`src/rtl/park_dq_transform.sv`:
```
// Clarke + Park transform (abc -> dq) in IEEE-754 single precision, sharing one
// pipelined adder and one pipelined multiplier under a counter-sequenced FSM.
module park_dq_transform #(
  parameter int          ADD_LAT   = 7,
  parameter int          MUL_LAT   = 5,
  parameter logic [31:0] INV_3     = 32'h3EAAAAAB,
  parameter logic [31:0] INV_SQRT3 = 32'h3F13CD3A
) (
  input  logic        clk,
  input  logic        rst_n,
  input  logic        sta,
  input  logic [31:0] Va,
  input  logic [31:0] Vb,
  input  logic [31:0] Vc,
  input  logic [31:0] sin,
  input  logic [31:0] cos,
  output logic [31:0] d,
  output logic [31:0] q,
  output logic        busy,
  output logic        done_sig
);

  typedef enum logic [2:0] {IDLE, ADD1, ADD2, MUL1, MUL2, ADD3, DONE} state_t;

  localparam logic [7:0] A_K = 8'(ADD_LAT);
  localparam logic [7:0] M_K = 8'(MUL_LAT);

  function automatic logic [31:0] fp_neg(input logic [31:0] v);
    return {~v[31], v[30:0]};
  endfunction

  // 2*v by exponent increment; zero/denormal collapse to signed zero, top exponent saturates
  function automatic logic [31:0] fp_twice(input logic [31:0] v);
    logic [31:0] r;
    if (v[30:23] == 8'd0) r = {v[31], 31'd0};
    else if (v[30:23] == 8'd254) r = {v[31], 8'hFF, 23'd0};
    else if (v[30:23] == 8'd255) r = v;
    else r = {v[31], v[30:23] + 8'd1, v[22:0]};
    return r;
  endfunction

  function automatic logic [31:0] fp_add_f(input logic [31:0] a, input logic [31:0] b);
    logic [31:0] x, y, res;
    logic [7:0]  ex, ey, sh;
    logic [26:0] mx, my, mys;
    logic [27:0] s;
    logic [9:0]  e;
    logic [24:0] rnd;
    logic        rup;
    if (a[30:0] >= b[30:0]) begin x = a; y = b; end
    else begin x = b; y = a; end
    ex  = (x[30:23] == 8'd0) ? 8'd1 : x[30:23];
    ey  = (y[30:23] == 8'd0) ? 8'd1 : y[30:23];
    mx  = {(x[30:23] != 8'd0), x[22:0], 3'b000};
    my  = {(y[30:23] != 8'd0), y[22:0], 3'b000};
    sh  = ex - ey;
    if (sh >= 8'd27) mys = {26'd0, |my};
    else mys = (my >> sh) | {26'd0, |(my & ((27'd1 << sh) - 27'd1))};
    if (x[31] == y[31]) s = {1'b0, mx} + {1'b0, mys};
    else s = {1'b0, mx} - {1'b0, mys};
    e = {2'b00, ex};
    if (x[30:23] == 8'hFF) res = x;
    else if (s == 28'd0) res = {x[31] & y[31], 31'd0};
    else begin
      if (s[27]) begin
        s = {1'b0, s[27:2], s[1] | s[0]};
        e = e + 10'd1;
      end else begin
        // normalise left, stopping at the denormal exponent
        for (int i = 0; i < 26; i++) begin
          if (!s[26] && e > 10'd1) begin
            s = s << 1;
            e = e - 10'd1;
          end
        end
      end
      rup = s[2] & (s[1] | s[0] | s[3]);
      rnd = {1'b0, s[26:3]} + {24'd0, rup};
      if (rnd[24]) begin
        rnd = rnd >> 1;
        e = e + 10'd1;
      end
      if (e >= 10'd255) res = {x[31], 8'hFF, 23'd0};
      else res = {x[31], (rnd[23] ? e[7:0] : 8'd0), rnd[22:0]};
    end
    return res;
  endfunction

  // Denormal operands and underflowing products flush to signed zero
  function automatic logic [31:0] fp_mul_f(input logic [31:0] a, input logic [31:0] b);
    logic              sgn, g, st;
    logic [47:0]       p;
    logic [23:0]       m;
    logic [24:0]       rnd;
    logic signed [10:0] e;
    logic [31:0]       res;
    sgn = a[31] ^ b[31];
    if (a[30:23] == 8'hFF || b[30:23] == 8'hFF) res = {sgn, 8'hFF, 23'd0};
    else if (a[30:23] == 8'd0 || b[30:23] == 8'd0) res = {sgn, 31'd0};
    else begin
      p = 48'({1'b1, a[22:0]}) * 48'({1'b1, b[22:0]});
      e = $signed({3'b000, a[30:23]}) + $signed({3'b000, b[30:23]}) - 11'sd127;
      if (p[47]) begin
        m = p[47:24]; g = p[23]; st = |p[22:0]; e = e + 11'sd1;
      end else begin
        m = p[46:23]; g = p[22]; st = |p[21:0];
      end
      rnd = {1'b0, m} + {24'd0, g & (st | m[0])};
      if (rnd[24]) begin
        rnd = rnd >> 1;
        e = e + 11'sd1;
      end
      if (e >= 11'sd255) res = {sgn, 8'hFF, 23'd0};
      else if (e <= 11'sd0 || !rnd[23]) res = {sgn, 31'd0};
      else res = {sgn, e[7:0], rnd[22:0]};
    end
    return res;
  endfunction

  state_t      state_r, state_nx_s;
  logic [7:0]  cnt_r, cnt_nx_s;
  logic [31:0] va2_r, vb_r, vc_r, sin_r, cos_r;
  logic [31:0] sum_r, diff_r, apre_r, alpha_r, beta_r;
  logic [31:0] ac_r, bs_r, asn_r, bc_r;
  logic [31:0] add_a_r, add_b_r, mul_a_r, mul_b_r;
  logic [31:0] d_r, q_r;
  logic        busy_r, done_r;
  logic [31:0] add_res_s, mul_res_s, add_out_s, mul_out_s;
  logic [31:0] add_pipe_r [ADD_LAT-1];
  logic [31:0] mul_pipe_r [MUL_LAT-1];

  assign add_res_s = fp_add_f(add_a_r, add_b_r);
  assign mul_res_s = fp_mul_f(mul_a_r, mul_b_r);
  assign add_out_s = add_pipe_r[ADD_LAT-2];
  assign mul_out_s = mul_pipe_r[MUL_LAT-2];

  // Arithmetic pipelines: operand registers plus LAT-1 result stages
  always_ff @(posedge clk or negedge rst_n) begin
    if (!rst_n) begin
      for (int i = 0; i < ADD_LAT - 1; i++) add_pipe_r[i] <= 32'd0;
      for (int i = 0; i < MUL_LAT - 1; i++) mul_pipe_r[i] <= 32'd0;
    end else begin
      add_pipe_r[0] <= add_res_s;
      mul_pipe_r[0] <= mul_res_s;
      for (int i = 1; i < ADD_LAT - 1; i++) add_pipe_r[i] <= add_pipe_r[i-1];
      for (int i = 1; i < MUL_LAT - 1; i++) mul_pipe_r[i] <= mul_pipe_r[i-1];
    end
  end

  // FSM state and wait counter
  always_ff @(posedge clk or negedge rst_n) begin
    if (!rst_n) begin
      state_r <= IDLE;
      cnt_r   <= 8'd0;
    end else begin
      state_r <= state_nx_s;
      cnt_r   <= cnt_nx_s;
    end
  end

  // Next state: each phase counts down from its wait length
  always_comb begin
    state_nx_s = state_r;
    cnt_nx_s   = cnt_r;
    case (state_r)
      IDLE: begin
        if (sta) begin state_nx_s = ADD1; cnt_nx_s = A_K + 8'd1; end
        else begin state_nx_s = IDLE; cnt_nx_s = 8'd0; end
      end
      ADD1: begin
        if (cnt_r == 8'd0) begin state_nx_s = ADD2; cnt_nx_s = A_K; end
        else begin cnt_nx_s = cnt_r - 8'd1; end
      end
      ADD2: begin
        if (cnt_r == 8'd0) begin state_nx_s = MUL1; cnt_nx_s = M_K + 8'd1; end
        else begin cnt_nx_s = cnt_r - 8'd1; end
      end
      MUL1: begin
        if (cnt_r == 8'd0) begin state_nx_s = MUL2; cnt_nx_s = M_K + 8'd1; end
        else begin cnt_nx_s = cnt_r - 8'd1; end
      end
      MUL2: begin
        if (cnt_r == 8'd0) begin state_nx_s = ADD3; cnt_nx_s = A_K + 8'd2; end
        else begin cnt_nx_s = cnt_r - 8'd1; end
      end
      ADD3: begin
        if (cnt_r == 8'd0) begin state_nx_s = DONE; cnt_nx_s = 8'd0; end
        else begin cnt_nx_s = cnt_r - 8'd1; end
      end
      DONE: begin
        state_nx_s = IDLE;
        cnt_nx_s   = 8'd0;
      end
      default: begin
        state_nx_s = IDLE;
        cnt_nx_s   = 8'd0;
      end
    endcase
  end

  // Datapath: operand issue, intermediate capture and output registers
  always_ff @(posedge clk or negedge rst_n) begin
    if (!rst_n) begin
      {va2_r, vb_r, vc_r, sin_r, cos_r}         <= {5{32'd0}};
      {sum_r, diff_r, apre_r, alpha_r, beta_r}  <= {5{32'd0}};
      {ac_r, bs_r, asn_r, bc_r}                 <= {4{32'd0}};
      {add_a_r, add_b_r, mul_a_r, mul_b_r}      <= {4{32'd0}};
      d_r    <= 32'd0;
      q_r    <= 32'd0;
      busy_r <= 1'b0;
      done_r <= 1'b0;
    end else begin
      done_r <= 1'b0;
      case (state_r)
        IDLE: begin
          if (sta) begin
            va2_r  <= fp_twice(Va);
            vb_r   <= Vb;
            vc_r   <= Vc;
            sin_r  <= sin;
            cos_r  <= cos;
            busy_r <= 1'b1;
          end
        end
        ADD1: begin
          if (cnt_r == A_K + 8'd1) begin add_a_r <= vb_r; add_b_r <= vc_r; end
          if (cnt_r == A_K) begin add_a_r <= vb_r; add_b_r <= fp_neg(vc_r); end
          if (cnt_r == 8'd1) sum_r <= add_out_s;
          if (cnt_r == 8'd0) diff_r <= add_out_s;
        end
        ADD2: begin
          if (cnt_r == A_K) begin add_a_r <= va2_r; add_b_r <= fp_neg(sum_r); end
          if (cnt_r == 8'd0) apre_r <= add_out_s;
        end
        MUL1: begin
          if (cnt_r == M_K + 8'd1) begin mul_a_r <= apre_r; mul_b_r <= INV_3; end
          if (cnt_r == M_K) begin mul_a_r <= diff_r; mul_b_r <= INV_SQRT3; end
          if (cnt_r == 8'd1) alpha_r <= mul_out_s;
          if (cnt_r == 8'd0) beta_r <= mul_out_s;
        end
        MUL2: begin
          if (cnt_r == M_K + 8'd1) begin mul_a_r <= alpha_r; mul_b_r <= cos_r; end
          if (cnt_r == M_K) begin mul_a_r <= beta_r; mul_b_r <= sin_r; end
          if (cnt_r == M_K - 8'd1) begin mul_a_r <= alpha_r; mul_b_r <= sin_r; end
          if (cnt_r == M_K - 8'd2) begin mul_a_r <= beta_r; mul_b_r <= cos_r; end
          if (cnt_r == 8'd1) ac_r <= mul_out_s;
          if (cnt_r == 8'd0) bs_r <= mul_out_s;
        end
        ADD3: begin
          // the last two products land while the d sum is already in flight
          if (cnt_r == A_K + 8'd2) begin
            add_a_r <= ac_r;
            add_b_r <= bs_r;
            asn_r   <= mul_out_s;
          end
          if (cnt_r == A_K + 8'd1) bc_r <= mul_out_s;
          if (cnt_r == A_K) begin add_a_r <= bc_r; add_b_r <= fp_neg(asn_r); end
          if (cnt_r == 8'd2) d_r <= add_out_s;
          if (cnt_r == 8'd0) begin
            q_r    <= add_out_s;
            done_r <= 1'b1;
          end
        end
        DONE: begin
          busy_r <= 1'b0;
        end
        default: begin
          busy_r <= 1'b0;
        end
      endcase
    end
  end

  assign d        = d_r;
  assign q        = q_r;
  assign busy     = busy_r;
  assign done_sig = done_r;

endmodule

```
`config.mk`:
```
export PLATFORM = sky130hd
export DESIGN_NAME = park_dq_transform
export DESIGN_NICKNAME = d
export VERILOG_FILES = /design/src/rtl/park_dq_transform.sv
export SDC_FILE = /design/constraint.sdc
export NUM_CORES = 2
export LEC_CHECK = 0
export CORE_MARGIN = 8
export CORE_UTILIZATION = 40
export DETAILED_ROUTE_END_ITERATION = 12
export REMOVE_ABC_BUFFERS = 1
export SYNTH_ARGS = -nofsm -noshare
export SYNTH_HDL_FRONTEND = slang
export SYNTH_SLANG_ARGS = --single-unit
```
`constraint.sdc`:
```
create_clock -name clk -period 77.7 [get_ports clk]
set_input_delay 23.31 -clock clk [delete_from_list [all_inputs] [get_ports clk]]
set_output_delay 23.31 -clock clk [all_outputs]
set_load 0.02 [all_outputs]
```
==> results.md <==
- Summed over all instances, the cell type with the most area after synthesis is sky130_fd_sc_hd__dfrtp_1.
- In this design, the critical path's most frequently occurring cell is sky130_fd_sc_hd__ha_1.
- The total number of nets in the final design is 10.9k.
- The average instance in the mapped netlist occupies 8.67 um2.
- The clock-pin slew on the worst setup and hold paths is 0.06 ns.
- The multi-input combinational cells in the finished layout cover a total of 57400 um2.
- The routed layout has 76.4k vias.
- STA classifies the critical path endpoint as a flop.
- In this run the remaining antenna-violating nets after routing total 0.
- The flow ran to the end, but the final reports show violations.
- The fmax is 15.2 MHz.
- The die area is 231000 um2.
- The violation count after the first detailed-routing iteration is 7430.
- During synthesis, Yosys emitted a total of 0 warnings.
- At the worst endpoint, the required time is 78.26 ns.
- The kind of start point of the critical path is a flop.
- The I/O pin total is 229.
- In this run the horizontal extent of the chip is 481 um.
- The HPWL after detailed placement is 244 mm.
- The post-route clock skew is 0.0696 ns.
- The first-pass GRT wire length is 477 mm.
- In this run the worst path has a maximum fanout of 43.
- The number of hold buffers added after CTS is 0.
- Tracing the worst setup path back leads to its startpoint at add_a_r[26].
- The number of detailed-route iterations in the first pass is 6.
- The post-synthesis cell area is 86500 um2.
- Synthesis inferred 973 register bits.
- Counting flops with a built-in enable in the synthesized netlist gives 0.
- After synthesis, the most frequently instantiated cells are sky130_fd_sc_hd__nand2_1 (1513), sky130_fd_sc_hd__dfrtp_1 (973), sky130_fd_sc_hd__inv_1 (783).
- Buffers inserted during clock tree synthesis total 100.
- The flop-to-flop setup slack is 12.06 ns.
- The insertion delay to the later sink of the worst-skew pair is 0.74 ns.
- For this run, asynchronously set or reset flops after synthesis account for 1.00.
- The slowest cell on the critical path is sky130_fd_sc_hd__o21ai_2.
- The top-area cell type share of the netlist area is 0.281.
- The number of flip-flops under the largest register name is 160.
- The share of the Yosys chip area taken by registers is 0.281.
- The H-tree was split into 3 levels.
- The checks that failed: capacitance limit, slew limit.
- In this run the post-CTS setup repair buffer count came out at 0.
- The most used flip-flop cell after synthesis is sky130_fd_sc_hd__dfrtp_1.
- The die is 481 um tall.
- TritonCTS built the clock tree.
- In this design, the stage delay of the slowest critical-path cell is 1.01 ns.
- Setup repair after global routing left no endpoint under its margin.
- After layout, the minimum clock period comes to 65.64 ns.
- Counting every instance in the synthesized netlist gives 9976.
- Dividing the final minimum period by the clock period gives 0.845.
- Across all setup checks in the final design, the least slack found is 12.06 ns.
- At the worst endpoint, the arrival time is 66.20 ns.
- The signed area change from the synthesized netlist to the final layout is 10.5%.
- The worst hold path class is reg2reg.
- The area taken by flip-flops and latches is 24300 um2.
- In this run, distinct cell masters in the synthesized netlist total 141.
- In the post-synthesis netlist, the biggest area contributors are sky130_fd_sc_hd__dfrtp_1 (28%), sky130_fd_sc_hd__fa_1 (11%), sky130_fd_sc_hd__nand2_1 (6.6%).
- Dividing the detail-routed via count by the number of cells gives 5.93.
- The total global routing track utilization is 0.265.
- Yosys instantiated no cell more often than sky130_fd_sc_hd__nand2_1.
- The initial core utilization is 0.403.
- The slew at the pin with the worst max-slew slack is 1.56 ns.
- The number of global-route vias before repair is 74.4k.
- For this design, the sink count on the clock tree is 973.
- Entering global routing, the biggest net connects 175 pins.
- The site row count is 170.
- The number of max-cap violations is 1.
- After detailed routing, the number of remaining DRC violations is 0.
- The routed wirelength normalized by instance count is 24.5 um.
- The count of fill cells added during filler insertion is 20.9k.
- Measured against its own limit, the worst slew margin works out to -0.0655.
- The final-report max-slew violation count came to 4.
- The final hold violation count is 0.
- The global placer's final weighted congestion is 0.974.
- Setup violations remaining at the end of the flow were counted as 0.
- The largest registers in the layout are add_pipe_r: 160 flops, mul_pipe_r: 96 flops.
- The post-cts gate resize count is 0.
- The cell chosen for the clock root is sky130_fd_sc_hd__clkbuf_16.
- The pre-CTS setup slack is 13.38 ns.
- The routed design has 316 mm of wire.
- The layout cell share with drive strength beyond 1 is 0.106.
- The number of buffers on the longest clock path is 3.
- The hold path startpoint is add_pipe_r[112].
- The launch instance of the worst register-to-register path is add_a_r[26].
- The total overflow left after global routing is 0.
- The floorplan step defined a core boundary enclosing 215000 um2.
- The initial antenna violation count was 37.
- The critical path in this run is classified as reg2reg.
- Port buffering added 228 buffers.
- Counting flops per register, the top entry is add_pipe_r.
## metrics by stage
stage	cells	hold WS (ns)	cell area (um2)	util	TNS (ns)
2_1_floorplan	9428	0.331	84300	-	-32.63
3_3_place_gp	12700	0.331	92000	0.428	0
3_5_place_dp	12700	0.335	92000	0.428	0
4_1_cts	12900	0.336	95500	0.445	0
5_1_grt	12900	0.333	95600	0.445	0
6_report	12900	0.325	95600	0.445	0
## layer usage
metal	wire, um	up-vias	track usage
met4	12500	4	0.0969
met2	136000	3056	0.397
met1	143000	38200	0.382
met3	24500	504	0.0465
li1	-	34600	-
met5	24	-	0
## final cells by class
type | instances | share of cell area
antenna | 16 | 0.000419
clock buffer | 145 | 0.0304
clock inverter | 40 | 0.00630
inverter | 791 | 0.0311
multi-input combinational | 7664 | 0.601
sequential | 973 | 0.255
tap | 2838 | 0.0371
timing repair buffer | 419 | 0.0392
## worst max-delay path: cells and delay by family (launching register included)
family	cells	cell delay, ns
DFF	1	0.47
adders and majority gates	29	9.07
and+or+nand+nor	76	20.65
muxes	5	1.62
buffers and inverters	35	8.04
xor gates and xnor gates	13	3.89
AOI/OAI and AO/OA	71	21.46
## worst paths after layout
kind / cells past startpoint / endpoint
hold / removal: 0 / add_pipe_r[80]
hold reg to reg: 0 / add_pipe_r[80]
setup reg to reg: 229 / add_pipe_r[172]
min in group asynchronous: 1 / q[19]
max in group asynchronous: 6 / apre_r[6]
setup / recovery: 229 / add_pipe_r[172]
## cell usage in the layout (no fill, tap or decap), drive strengths merged, types with 27 or more instances in the layout
cell type | synthesis | final
a22o | 39 | 39
nor4 | 66 | 66
nor3 | 182 | 182
o31ai | 48 | 48
a21o | 83 | 83
fa | 485 | 485
o2111ai | 31 | 31
a21oi | 665 | 665
o22ai | 28 | 28
buf | 140 | 192
o211ai | 59 | 59
a31oi | 95 | 95
clkbuf | 408 | 145
a211oi | 87 | 87
a2111oi | 32 | 32
inv | 787 | 800
a311oi | 37 | 37
xor2 | 70 | 70
or3 | 68 | 68
nor2 | 760 | 760
a221oi | 85 | 85
o32ai | 27 | 27
nor2b | 33 | 33
and2 | 294 | 294
o21a | 54 | 54
mux2 | 470 | 470
ha | 341 | 341
nand2b | 56 | 56
mux2i | 448 | 448
a211o | 32 | 32
and3 | 54 | 54
nand4 | 82 | 82
dfrtp | 973 | 973
o21bai | 67 | 67
nand2 | 1517 | 1517
xnor2 | 198 | 198
or2 | 53 | 53
nand3 | 186 | 186
o21ai | 420 | 420
clkdlybuf4s50 | 0 | 227
## logic make-up after synthesis
group           Yosys count  synth area share
compound gates         2187             0.171
fa+ha+maj               826             0.162
xor+xnor                269            0.0277
buf+inv                1339            0.0595
simple gates           3460             0.184
mux                     922             0.114
flops                   973             0.281
Power is left out: the tool's default activity adds up to more than one toggle a clock period on the data nets, which glitch-free logic cannot reach.
